File: config.mk
export PLATFORM = sky130hd
export DESIGN_NAME = fifo_rd_streamer
export DESIGN_NICKNAME = d
export VERILOG_FILES = /design/src/rtl/fifo_rd_streamer_pkg.sv /design/src/rtl/fifo_rd_streamer_skid.sv /design/src/rtl/fifo_rd_streamer.sv
export SDC_FILE = /design/constraint.sdc
export NUM_CORES = 1
export LEC_CHECK = 0
export ABC_AREA = 1
export BUFFER_PORTS_ARGS = -buffer_cell sky130_fd_sc_hd__buf_2
export CAP_MARGIN = 20
export CORE_MARGIN = 10
export CORE_UTILIZATION = 45
export DETAILED_ROUTE_END_ITERATION = 7
export PLACE_DENSITY = 0.69
export RECOVER_POWER = 25
export SKIP_CTS_REPAIR_TIMING = 1
export SYNTH_ARGS = -nofsm -noshare
export SYNTH_HDL_FRONTEND = slang
export SYNTH_SLANG_ARGS = --single-unit
File: constraint.sdc
create_clock -name clk -period 2.4 [get_ports clk]
set_input_delay 0.24 -clock clk [delete_from_list [all_inputs] [get_ports clk]]
set_output_delay 0.24 -clock clk [all_outputs]
set_load 0.05 [all_outputs]
File: src/rtl/fifo_rd_streamer_pkg.sv
// FIFO_pkg: shared FIFO word width, read-streamer depth and word type
package FIFO_pkg;
  localparam int FIFO_WIDTH = 16;
  localparam int RD_STREAMER_DEPTH = 2;
  typedef logic [FIFO_WIDTH-1:0] rd_word_t;
endpackage

File: src/rtl/fifo_rd_streamer_skid.sv
// rd_skid_buf: 2-entry register buffer; push/pop/flush in, occupancy and head word out
// Ports: clk, rst (sync flush), push + push_data (write at tail), pop (retire head),
//        count (0..2), head_data (registered head entry, zero after flush)
module rd_skid_buf import FIFO_pkg::*; #(
  parameter int W = FIFO_WIDTH
) (
  input  logic         clk,
  input  logic         rst,
  input  logic         push,
  input  logic         pop,
  input  logic [W-1:0] push_data,
  output logic [1:0]   count,
  output logic [W-1:0] head_data
);
  logic [W-1:0] mem_q [RD_STREAMER_DEPTH];
  logic [W-1:0] mem_d [RD_STREAMER_DEPTH];
  logic head_q, head_d, tail_q, tail_d;
  logic [1:0] count_q, count_d;
  always_comb begin
    mem_d = mem_q;
    if (push) mem_d[tail_q] = push_data;
    head_d = pop ? ~head_q : head_q;
    tail_d = push ? ~tail_q : tail_q;
    count_d = count_q + {1'b0, push} - {1'b0, pop};
  end
  always_ff @(posedge clk) begin
    if (rst) begin
      mem_q <= '{default: '0};
      head_q <= 1'b0;
      tail_q <= 1'b0;
      count_q <= 2'd0;
    end else begin
      mem_q <= mem_d;
      head_q <= head_d;
      tail_q <= tail_d;
      count_q <= count_d;
    end
  end
  assign count = count_q;
  assign head_data = mem_q[head_q];
endmodule

File: src/rtl/fifo_rd_streamer.sv
// fifo_rd_streamer: turns FIFO rd_en/data_out (1-cycle latency) into a bubble-free valid/ready stream
// Ports: clk, rst (sync, active high), enable, fifo_empty, fifo_underflow, fifo_data_out in;
//        fifo_rd_en, m_data, m_valid out; m_ready in; rd_count, err_underflow out.
// Macro FIFO_RD_STREAMER_PERF_EN adds saturating stall_cycles / starve_cycles outputs.
module fifo_rd_streamer #(
  parameter int FIFO_WIDTH = FIFO_pkg::FIFO_WIDTH,
  parameter int CNT_WIDTH  = 16
) (
  input  logic                  clk,
  input  logic                  rst,
  input  logic                  enable,
  input  logic                  fifo_empty,
  input  logic                  fifo_underflow,
  input  logic [FIFO_WIDTH-1:0] fifo_data_out,
  output logic                  fifo_rd_en,
  output logic [FIFO_WIDTH-1:0] m_data,
  output logic                  m_valid,
  input  logic                  m_ready,
  output logic [CNT_WIDTH-1:0]  rd_count,
`ifdef FIFO_RD_STREAMER_PERF_EN
  output logic [CNT_WIDTH-1:0]  stall_cycles,
  output logic [CNT_WIDTH-1:0]  starve_cycles,
`endif
  output logic                  err_underflow
);
  logic inflight_q, inflight_d, pop, err_q, err_d;
  logic [1:0] buf_count;
  logic [2:0] occ;
  logic [CNT_WIDTH-1:0] rd_count_q, rd_count_d;
  rd_skid_buf #(.W(FIFO_WIDTH)) u_buf (
    .clk       (clk),
    .rst       (rst),
    .push      (inflight_q),
    .pop       (pop),
    .push_data (fifo_data_out),
    .count     (buf_count),
    .head_data (m_data)
  );
  // occ is the occupancy left after this cycle's pop; reading only when it is <= 1
  // keeps buffered + in-flight words within the two buffer slots.
  always_comb begin
    m_valid = buf_count != 2'd0;
    pop = m_valid & m_ready;
    occ = {1'b0, buf_count} + {2'b0, inflight_q} - {2'b0, pop};
    fifo_rd_en = ~rst & enable & ~fifo_empty & (occ <= 3'd1);
    inflight_d = fifo_rd_en;
    rd_count_d = rd_count_q + {{(CNT_WIDTH-1){1'b0}}, pop};
    err_d = err_q | fifo_underflow;
  end
  always_ff @(posedge clk) begin
    if (rst) begin
      inflight_q <= 1'b0;
      rd_count_q <= '0;
      err_q <= 1'b0;
    end else begin
      inflight_q <= inflight_d;
      rd_count_q <= rd_count_d;
      err_q <= err_d;
    end
  end
  assign rd_count = rd_count_q;
  assign err_underflow = err_q;
`ifdef FIFO_RD_STREAMER_PERF_EN
  logic [CNT_WIDTH-1:0] stall_q, stall_d, starve_q, starve_d;
  always_comb begin
    stall_d = stall_q + {{(CNT_WIDTH-1){1'b0}}, m_valid & ~m_ready & ~&stall_q};
    starve_d = starve_q + {{(CNT_WIDTH-1){1'b0}}, enable & fifo_empty & ~m_valid & ~&starve_q};
  end
  always_ff @(posedge clk) begin
    if (rst) begin
      stall_q <= '0;
      starve_q <= '0;
    end else begin
      stall_q <= stall_d;
      starve_q <= starve_d;
    end
  end
  assign stall_cycles = stall_q;
  assign starve_cycles = starve_q;
`endif
endmodule

==> metrics.yaml, run 1 <==
sta:
  relSlewSlack: 0.5939
  hold_violations: 0
  finClkSkew_ns: 0.007817
  post-route-period-util: 0.9575
  worstMarginPinSlew_ns: 0.6117
  rsz0062_at_grt: "false"
  setup_viol: 0
  slew_viol_final: 0
  finalCriticalPeriod_ns: 2.298
  max_freq_ghz: 0.4352
detailed_routing:
  wire_per_inst_um: 12.40
  drc: 0
  viasPerCell: 4.746
  vias: 2150
  firstDrtPassIters: 4
  routed_wl_um: 5617
  detail-route-antenna-nets: 0
  drtIter0Drc: 79
floorplan:
  start_util: 0.4610
  dieArea_um2: 8483
  dieHeight_um: 92.11
  rows: 26
  core_um2: 5075
  pin_count: 57
  die_width_um: 92.11
cells_and_area:
  n_fill_cell: 540
  drive_gt1_frac: 0.1775
  stdcell_count: 453
  areaGrowthSynthToFinish_pct: 18.34
  nets: 407
  fin_util: 0.5456
  antennaDiodeCount: 0
synth:
  yosysWarnings: 0
  avgSynthCellArea_um2: 7.112
  syn_area_um2: 2340
  synth_seq_cells: 54
  syn-num-nets: 354
  ys_seq_area_frac: 0.4620
  synth_cells: 329
  synthDistinctLibCells: 25
power_and_ir_drop:
  p_leak_nw: 1.217
  vdd_drop_max_mv: 0.4151
  p_per_area_nw_per_um2: 632.0
job:
  cap_violations: 0
clock_tree:
  clock_path_buffers: 2
  cts_buffers: 5
  clkTransAtPathRegs_ns: 0.09
  clkLatencyLatePin_ns: 0.30
  clock_sinks: 54
  cts_tree: "yes"
  h-tree-depth: 2
  cts-root-buf: "clkbuf_8"
critical_path:
  cp-start-kind: "register"
  reg2reg_slack_ns: 0.59
  arrival_ns: 2.06
  setup.worst_path.start: "u_buf.count[0]"
  rr_startpoint: "u_buf.count[1]"
  path_max_fanout: 3
  slowest_delay_ns: 0.47
  cp_num_buf_inv: 2
  crit_required_ns: 2.16
  critPathKind: "reg -> out"
  critPathTopFamily: "adder cells"
  crit_path_end_kind: "primary output"
  cp_cell_sequence: "inv_2 > nand3_2 > o21ai_2 > ha_2 > fa_2 > nor4_4 > buf_6"
  slowest_stage: "fa_2"
global_routing:
  grt_pass1_wl_um: 9811
  antenna_found_initial: 0
  grt_usage: 0.1385
  grt-ovfl-total: 0
  grt_max_degree: 42
  grt_pass1_vias: 2231
placed_design:
  dp.cells: 445
  gp_congestion: 0.8374
  port_buffers: 56
  dpl.hpwl_um: 3936
min_path:
  holdCritPathClass: "in -> reg"
  min_from: "fifo_underflow"
outcome:
  status: "complete, no violations"
layer usage:
layer	up-vias	wire length, um	track usage
met5	-	0	0
met4	0	29	0.05013
met3	2	363	0.05623
met2	59	2739	0.2382
met1	954	2485	0.1498
li1	1135	-	-
through the flow:
step | setup slack, ns | hold WS (ns) | power (mW) | TNS [ns] | instance area, um2
2_1_floorplan | 0.2530 | 0.3185 | 1.111 | 0 | 2355
3_3_place_gp | 0.3222 | 0.4450 | 1.173 | 0 | 2681
3_5_place_dp | 0.2308 | 0.4504 | 1.176 | 0 | 2681
4_1_cts | -0.1172 | 0.1323 | 1.779 | -0.1172 | 2791
5_1_grt | 0.01223 | 0.1346 | 1.838 | 0 | 2769
6_report | 0.1020 | 0.1385 | 1.750 | 0 | 2769
cell type report:
cell class	count	area (um2)	share of cell area
inverters	22	82.58	0.02982
well taps	70	87.58	0.03163
multi-input cells	241	1121	0.4049
clock inverters	2	37.54	0.01356
flip-flops and latches	54	1082	0.3909
clock buffers	6	72.57	0.02621
repair buffers	58	285.3	0.1030
cell families (layout without fill, tap and decap cells):
group / count (synthesis) / after routing / share of synthesized area
DFF: 54 / 54 / 0.4620
buffers and inverters: 34 / 88 / 0.05936
AOI/OAI and AO/OA: 49 / 49 / 0.1059
xor gates and xnor gates: 3 / 3 / 0.01123
adders and majority gates: 3 / 3 / 0.01925
and+or+nand+nor: 186 / 186 / 0.3422
worst register-to-register path: cells and delay by family, from the launching register on:
family	cells	cell delay (ns)
AO/OA/AOI/OAI	1	0.09
AND/OR/NAND/NOR	7	0.79
buffers and inverters	3	0.26
adder cells (fa/ha/maj)	1	0.20
flip-flops	1	0.36
flip-flops by register name (all words and copies together), names as in the netlist:
name	flops
rd_count	16
u_buf.tail_q	1
u_buf.mem_q	32
err_underflow	1
u_buf.count	2
inflight_q	1
u_buf.head_q	1
worst paths after layout:
path,end,cells past startpoint
setup / recovery,fifo_rd_en,7
hold / removal,err_underflow,3
setup reg to reg,rd_count[12],12
hold reg to reg,err_underflow,2
Yosys cell counts:
| library cell | n | area (um2) |
|---|---|---|
| o21ai_1 | 1 | 5.000 |
| inv_2 | 2 | 7.510 |
| nand4_1 | 2 | 12.51 |
| nor2_4 | 6 | 67.56 |
| clkinv_1 | 1 | 3.750 |
| a21oi_1 | 10 | 50.05 |
| xnor2_1 | 3 | 26.28 |
| nor3_1 | 4 | 20.02 |
| dfxtp_1 | 54 | 1081 |
| nor4_1 | 2 | 12.51 |
| buf_2 | 3 | 15.01 |
| nand3_4 | 1 | 17.52 |
| nand2_2 | 2 | 12.51 |
| nor2_1 | 86 | 322.8 |
| ha_1 | 2 | 25.02 |
| nand3_1 | 8 | 40.04 |
| fa_1 | 1 | 20.02 |
| a211oi_1 | 1 | 7.510 |
| clkbuf_1 | 8 | 30.03 |
| o21ai_0 | 37 | 185.2 |
| nand2_1 | 73 | 274.0 |
| inv_1 | 19 | 71.32 |
| nand2_4 | 1 | 11.26 |
| buf_6 | 1 | 11.26 |
| nand3_2 | 1 | 10.01 |
placed cells by master, fill, tap and decap left out, drive strengths merged:
master	n
nand2	76
nand3	10
clkbuf	19
nor2	92
buf	45
nand4	2
clkinv	1
clkinvlp	1
inv	21
nor4	2
fa	1
nor3	4
o21ai	38
bufinv	1
a21oi	10
a211oi	1
dfxtp	54
ha	2
xnor2	3
power breakdown:
group | switching (mW) | leakage, nW | internal (mW)
Clock | 0.285 | 0.0514 | 0.311
Combinational | 0.159 | 0.728 | 0.0590
Sequential | 0.0131 | 0.438 | 0.922
Note: power is estimated with default switching activity, not from simulation.
==> run 2: changes to the inputs <==
RECOVER_POWER = unset   (was 25)
==> metrics.yaml, run 2 (same netlist as run 1, synthesis figures left out) <==
critical_path:
  crit_required_ns: 2.16  # about the same
  path_max_fanout: 3  # unchanged
  setup.worst_path.start: "u_buf.count[0]"
  arrival_ns: 2.06  # about the same
  crit_path_end_kind: "primary output"
  cp-start-kind: "register"
  cp_num_buf_inv: 2  # unchanged
  critPathKind: "reg -> out"
  slowest_stage: "fa_2"
  slowest_delay_ns: 0.47  # about the same
  critPathTopFamily: "adder cells"
  rr_startpoint: "u_buf.count[1]"
  cp_cell_sequence: "inv_2 > nand3_2 > o21ai_2 > ha_2 > fa_2 > nor4_4 > buf_6"
floorplan:
  core_um2: 5075  # unchanged
  pin_count: 57  # unchanged
  dieHeight_um: 92.11  # unchanged
  start_util: 0.4610  # unchanged
  rows: 26  # unchanged
  die_width_um: 92.11  # unchanged
  dieArea_um2: 8483  # unchanged
sta:
  setup-tns-final_ns: 0  # unchanged
  finClkSkew_ns: 0.007411  # -0.0004061 ns
  post-route-period-util: 0.9595  # +0.001976
  hold-worst-slack_ns: 0.1349  # -0.003629 ns
  max_freq_ghz: 0.4343  # -0.21%
  slew_viol_final: 0  # unchanged
  rsz0062_at_grt: "false"
  hold_violations: 0  # unchanged
  setup_viol: 0  # unchanged
  relSlewSlack: 0.6153  # +0.02136
  finalCriticalPeriod_ns: 2.303  # +0.004743 ns
  worstMarginPinSlew_ns: 0.5757  # -0.03606 ns
  setup_ws_ns: 0.09727  # -0.004743 ns
cells_and_area:
  drive_gt1_frac: 0.2219  # +0.04439
  multi_input_area_um2: 1149  # +2.5%
  final_common_cell: "nor2_1"
  areaGrowthSynthToFinish_pct: 20.21
  regMostFlops: "u_buf.mem_q"
  antennaDiodeCount: 0  # unchanged
  largest_reg_flops: 32  # unchanged
  final_cell_mix: "nor2_1 (86), nand2_1 (73), buf_2 (55), dfxtp_1 (53), o21ai_0 (36)"
  fin_util: 0.5542  # +0.008630
  register_area_um2: 1082  # unchanged
  n_fill_cell: 528  # -2.2%
  nets: 407  # unchanged
placed_design:
  gp_congestion: 0.8374  # unchanged
  port_buffers: 56  # unchanged
  dpl_worst_slack_ns: 0.2308  # unchanged
  dpl.hpwl_um: 3936  # unchanged
job:
  cap_violations: 0  # unchanged
power_and_ir_drop:
  p_leak_nw: 1.275  # +4.7%
  sw_frac_of_total: 0.2635  # +0.002026
  vdd_drop_max_mv: 0.4153  # about the same
  power_frac_comb: 0.125  # about the same
  p_int_mw: 1.293  # about the same
  seq_power_share: 0.533  # about the same
  pwr-share-clk: 0.342  # about the same
  switchingPower_mw: 0.4626  # +1.1%
  p_per_area_nw_per_um2: 624.1  # -1.2%
  power_mw: 1.755  # +0.32%
global_routing:
  grt_max_degree: 42  # unchanged
  antenna_found_initial: 0  # unchanged
  grt_pass1_wl_um: 9811  # unchanged
  grt_pass1_vias: 2231  # unchanged
  grt-ovfl-total: 0  # unchanged
  grt_usage: 0.1385  # unchanged
clock_tree:
  clock_path_buffers: 2  # unchanged
  clkLatencyLatePin_ns: 0.31  # about the same
  cts_tree: "yes"
  cts_buffers: 5  # unchanged
  clock_sinks: 54  # unchanged
  cts-root-buf: "clkbuf_8"
  h-tree-depth: 2  # unchanged
  clkTransAtPathRegs_ns: 0.09  # about the same
detailed_routing:
  drc: 0  # unchanged
  vias: 2174  # +1.1%
  firstDrtPassIters: 4  # unchanged
  routed_wl_um: 5583  # -0.61%
  drtIter0Drc: 93  # +18%
  wire_per_inst_um: 12.32  # -0.61%
  viasPerCell: 4.799  # +1.1%
  detail-route-antenna-nets: 0  # unchanged
min_path:
  min_from: "fifo_underflow"
  holdCritPathClass: "in -> reg"
outcome:
  status: "complete, no violations"
## run 2: cell count changes in the layout (fill, tap and decap cells not counted)
cell / change
buf_2: +13
clkbuf_1: -13
inv_1: -1
inv_2: +1
nand3_1: -1
nand3_4: +1
nor2_1: -2
nor2_4: +2
## run 2: path summary, 6_finish.rpt
| path | to | slack, ns | depth (start not counted) |
|---|---|---|---|
| setup reg to reg | rd_count[12] | 0.70 | 12 |
| setup / recovery | fifo_rd_en | 0.1 | 7 |
| hold / removal | err_underflow | 0.13 | 3 |
| hold reg to reg | err_underflow | 0.47 | 2 |
## run 2: per-layer routing
metal / vias to the layer above / wire length (um) / track usage
met3: 6 / 411 / 0.05623
met5: - / 0 / 0
li1: 1136 / - / -
met2: 60 / 2656 / 0.2382
met1: 972 / 2446 / 0.1498
met4: 0 / 69 / 0.05013
## run 2: power groups by stage
| stage | Sequential [mW] | Clock [mW] | Combinational (mW) |
|---|---|---|---|
| floorplan | 0.961 | 0 | 0.150 |
| global placement | 0.955 | 0 | 0.218 |
| detailed placement | 0.956 | 0 | 0.220 |
| CTS | 0.935 | 0.623 | 0.220 |
| global route | 0.939 | 0.658 | 0.243 |
| finish | 0.936 | 0.600 | 0.220 |
## run 2: stage by stage
| stage | cells | area [um2] |
|---|---|---|
| 6_report | 453 | 2813 |
| 4_1_cts | 453 | 2791 |
| 2_1_floorplan | 329 | 2355 |
| 5_1_grt | 453 | 2813 |
| 3_3_place_gp | 445 | 2681 |
| 3_5_place_dp | 445 | 2681 |
## run 2: tightest hold or removal path: stages
cell    delay (ns)
buf_2         0.08
nor2_1        0.03
nor2_1        0.06
## run 2: layout make-up
cell class	instances	share of cell area
Timing Repair Buffer	58	0.1072
Inverter	22	0.02936
Clock buffer	6	0.02580
Sequential cell	54	0.3848
Multi-Input combinational cell	241	0.4084
Tap cell	70	0.03114
Clock inverter	2	0.01335
==> run 3: changes to the inputs <==
PLACE_DENSITY = 0.72   (was 0.69)
==> metrics.yaml, run 3 (same netlist as run 1, synthesis figures left out) <==
clock_tree:
  clock_path_buffers: 2  # unchanged
  cts_tree: "yes"
  cts-root-buf: "clkbuf_8"
  h-tree-depth: 2  # unchanged
  clkTransAtPathRegs_ns: 0.09  # about the same
  clkLatencyLatePin_ns: 0.30  # about the same
  clock_sinks: 54  # unchanged
  cts_buffers: 5  # unchanged
cells_and_area:
  regMostFlops: "u_buf.mem_q"
  areaGrowthSynthToFinish_pct: 20.53
  largest_reg_flops: 32  # unchanged
  nets: 407  # unchanged
  final_common_cell: "nor2_1"
  final_cell_mix: "nor2_1 (86), nand2_1 (73), buf_2 (55), dfxtp_1 (53), o21ai_0 (36)"
  n_fill_cell: 525  # -0.57%
  drive_gt1_frac: 0.2219  # unchanged
  stdcell_count: 453  # unchanged
  antennaDiodeCount: 0  # unchanged
power_and_ir_drop:
  switchingPower_mw: 0.4626  # about the same
  power_frac_comb: 0.126  # about the same
  seq_power_share: 0.533  # about the same
  p_leak_nw: 1.275  # about the same
  vdd_drop_max_mv: 0.4274  # +2.9%
  pwr-share-clk: 0.341  # about the same
  p_per_area_nw_per_um2: 622.6  # -0.24%
  sw_frac_of_total: 0.2635  # about the same
  p_int_mw: 1.293  # about the same
job:
  cap_violations: 0  # unchanged
sta:
  worstMarginPinSlew_ns: 0.5623  # -0.01334 ns
  finClkSkew_ns: 0.004981  # -0.002430 ns
  setup_ws_ns: 0.08848  # -0.008796 ns
  max_freq_ghz: 0.4326  # -0.38%
  finalCriticalPeriod_ns: 2.312  # +0.008796 ns
  slew_viol_final: 0  # unchanged
  post-route-period-util: 0.9631  # +0.003665
  relSlewSlack: 0.6242  # +0.008914
  setup_viol: 0  # unchanged
  hold_violations: 0  # unchanged
placed_design:
  gp_congestion: 0.8018  # -4.3%
  port_buffers: 56  # unchanged
  dp.cells: 445  # unchanged
  dpl_worst_slack_ns: 0.2711  # +0.04030 ns
  dpl.hpwl_um: 3884  # -1.3%
critical_path:
  critPathTopFamily: "adder cells"
  cp_num_buf_inv: 2  # unchanged
  slowest_delay_ns: 0.47  # about the same
  crit_path_end_kind: "primary output"
  arrival_ns: 2.07  # about the same
  critPathKind: "reg -> out"
  cp_cell_sequence: "inv_2 > nand3_4 > o21ai_2 > ha_2 > fa_2 > nor4_4 > buf_6"
  cp-start-kind: "register"
  path_max_fanout: 3  # unchanged
  crit_required_ns: 2.16  # about the same
  slowest_stage: "fa_2"
global_routing:
  grt_pass1_wl_um: 9225  # -6.0%
  antenna_found_initial: 0  # unchanged
  grt_max_degree: 42  # unchanged
  grt_usage: 0.1282  # -0.01033
  grt-ovfl-total: 0  # unchanged
  grt_pass1_vias: 2080  # -6.8%
floorplan:
  dieArea_um2: 8483  # unchanged
  pin_count: 57  # unchanged
  rows: 26  # unchanged
  dieHeight_um: 92.11  # unchanged
  die_width_um: 92.11  # unchanged
  core_um2: 5075  # unchanged
  start_util: 0.4610  # unchanged
detailed_routing:
  firstDrtPassIters: 4  # unchanged
  vias: 2142  # -1.5%
  drc: 0  # unchanged
  routed_wl_um: 5554  # -0.52%
  wire_per_inst_um: 12.26  # -0.52%
  drtIter0Drc: 78  # -16%
  detail-route-antenna-nets: 0  # unchanged
  viasPerCell: 4.728  # -1.5%
outcome:
  status: "complete, no violations"
min_path:
  holdCritPathClass: "in -> reg"
==> run 3: per-layer routing <==
metal  vias up  share of wire  routed length (um)  GRT usage
li1       1141              -                   -          -
met1       942           0.43                2402     0.1428
met2        54           0.48                2656     0.2206
met3         5          0.081                 451    0.05216
met4         0         0.0079                  44    0.03470
met5         -              0                   0          0
==> run 3: stage by stage <==
step | instance area [um2] | setup TNS (ns) | hold WS [ns] | utilization | power, mW
6_report | 2820 | 0 | 0.1433 | 0.5557 | 1.756
5_1_grt | 2820 | -0.01808 | 0.1550 | 0.5557 | 1.833
4_1_cts | 2791 | -0.04627 | 0.1425 | 0.5500 | 1.776
3_5_place_dp | 2681 | 0 | 0.4573 | 0.5284 | 1.175
3_3_place_gp | 2681 | 0 | 0.4420 | 0.5284 | 1.173
2_1_floorplan | 2355 | 0 | 0.3185 | - | 1.111
==> run 3: final cells by class <==
cell class,count,area (um2),share of cell area
clock buffer,6,72.57,0.02573
clock inverter,2,37.54,0.01331
inverter,22,82.58,0.02928
multi-input combinational,241,1156,0.4099
sequential,54,1082,0.3838
tap,70,87.58,0.03106
timing repair buffer,58,301.5,0.1069
==> run 3: worst paths after layout <==
path / cells past startpoint / slack, ns / startpoint / end
max: 7 / 0.09 / u_buf.count[0] / fifo_rd_en
min: 3 / 0.14 / fifo_underflow / err_underflow
max reg2reg: 6 / 0.71 / u_buf.count[0] / inflight_q
min reg2reg: 2 / 0.47 / err_underflow / err_underflow
==> run 3: worst register-to-register path, cell delays in order, from the launching register on <==
cell and delay [ns]:
dfxtp_1 0.32, inv_2 0.11, nand3_4 0.09, o21ai_2 0.07, ha_2 0.19, fa_2 0.47
nor4_1 0.33
==> run 3: power groups by stage <==
stage               Clock [mW]  Combinational [mW]  Sequential, mW
floorplan                    0               0.150           0.961
global placement             0               0.217           0.955
detailed placement           0               0.219           0.956
CTS                      0.621               0.220           0.935
global route             0.651               0.242           0.939
finish                   0.599               0.221           0.936
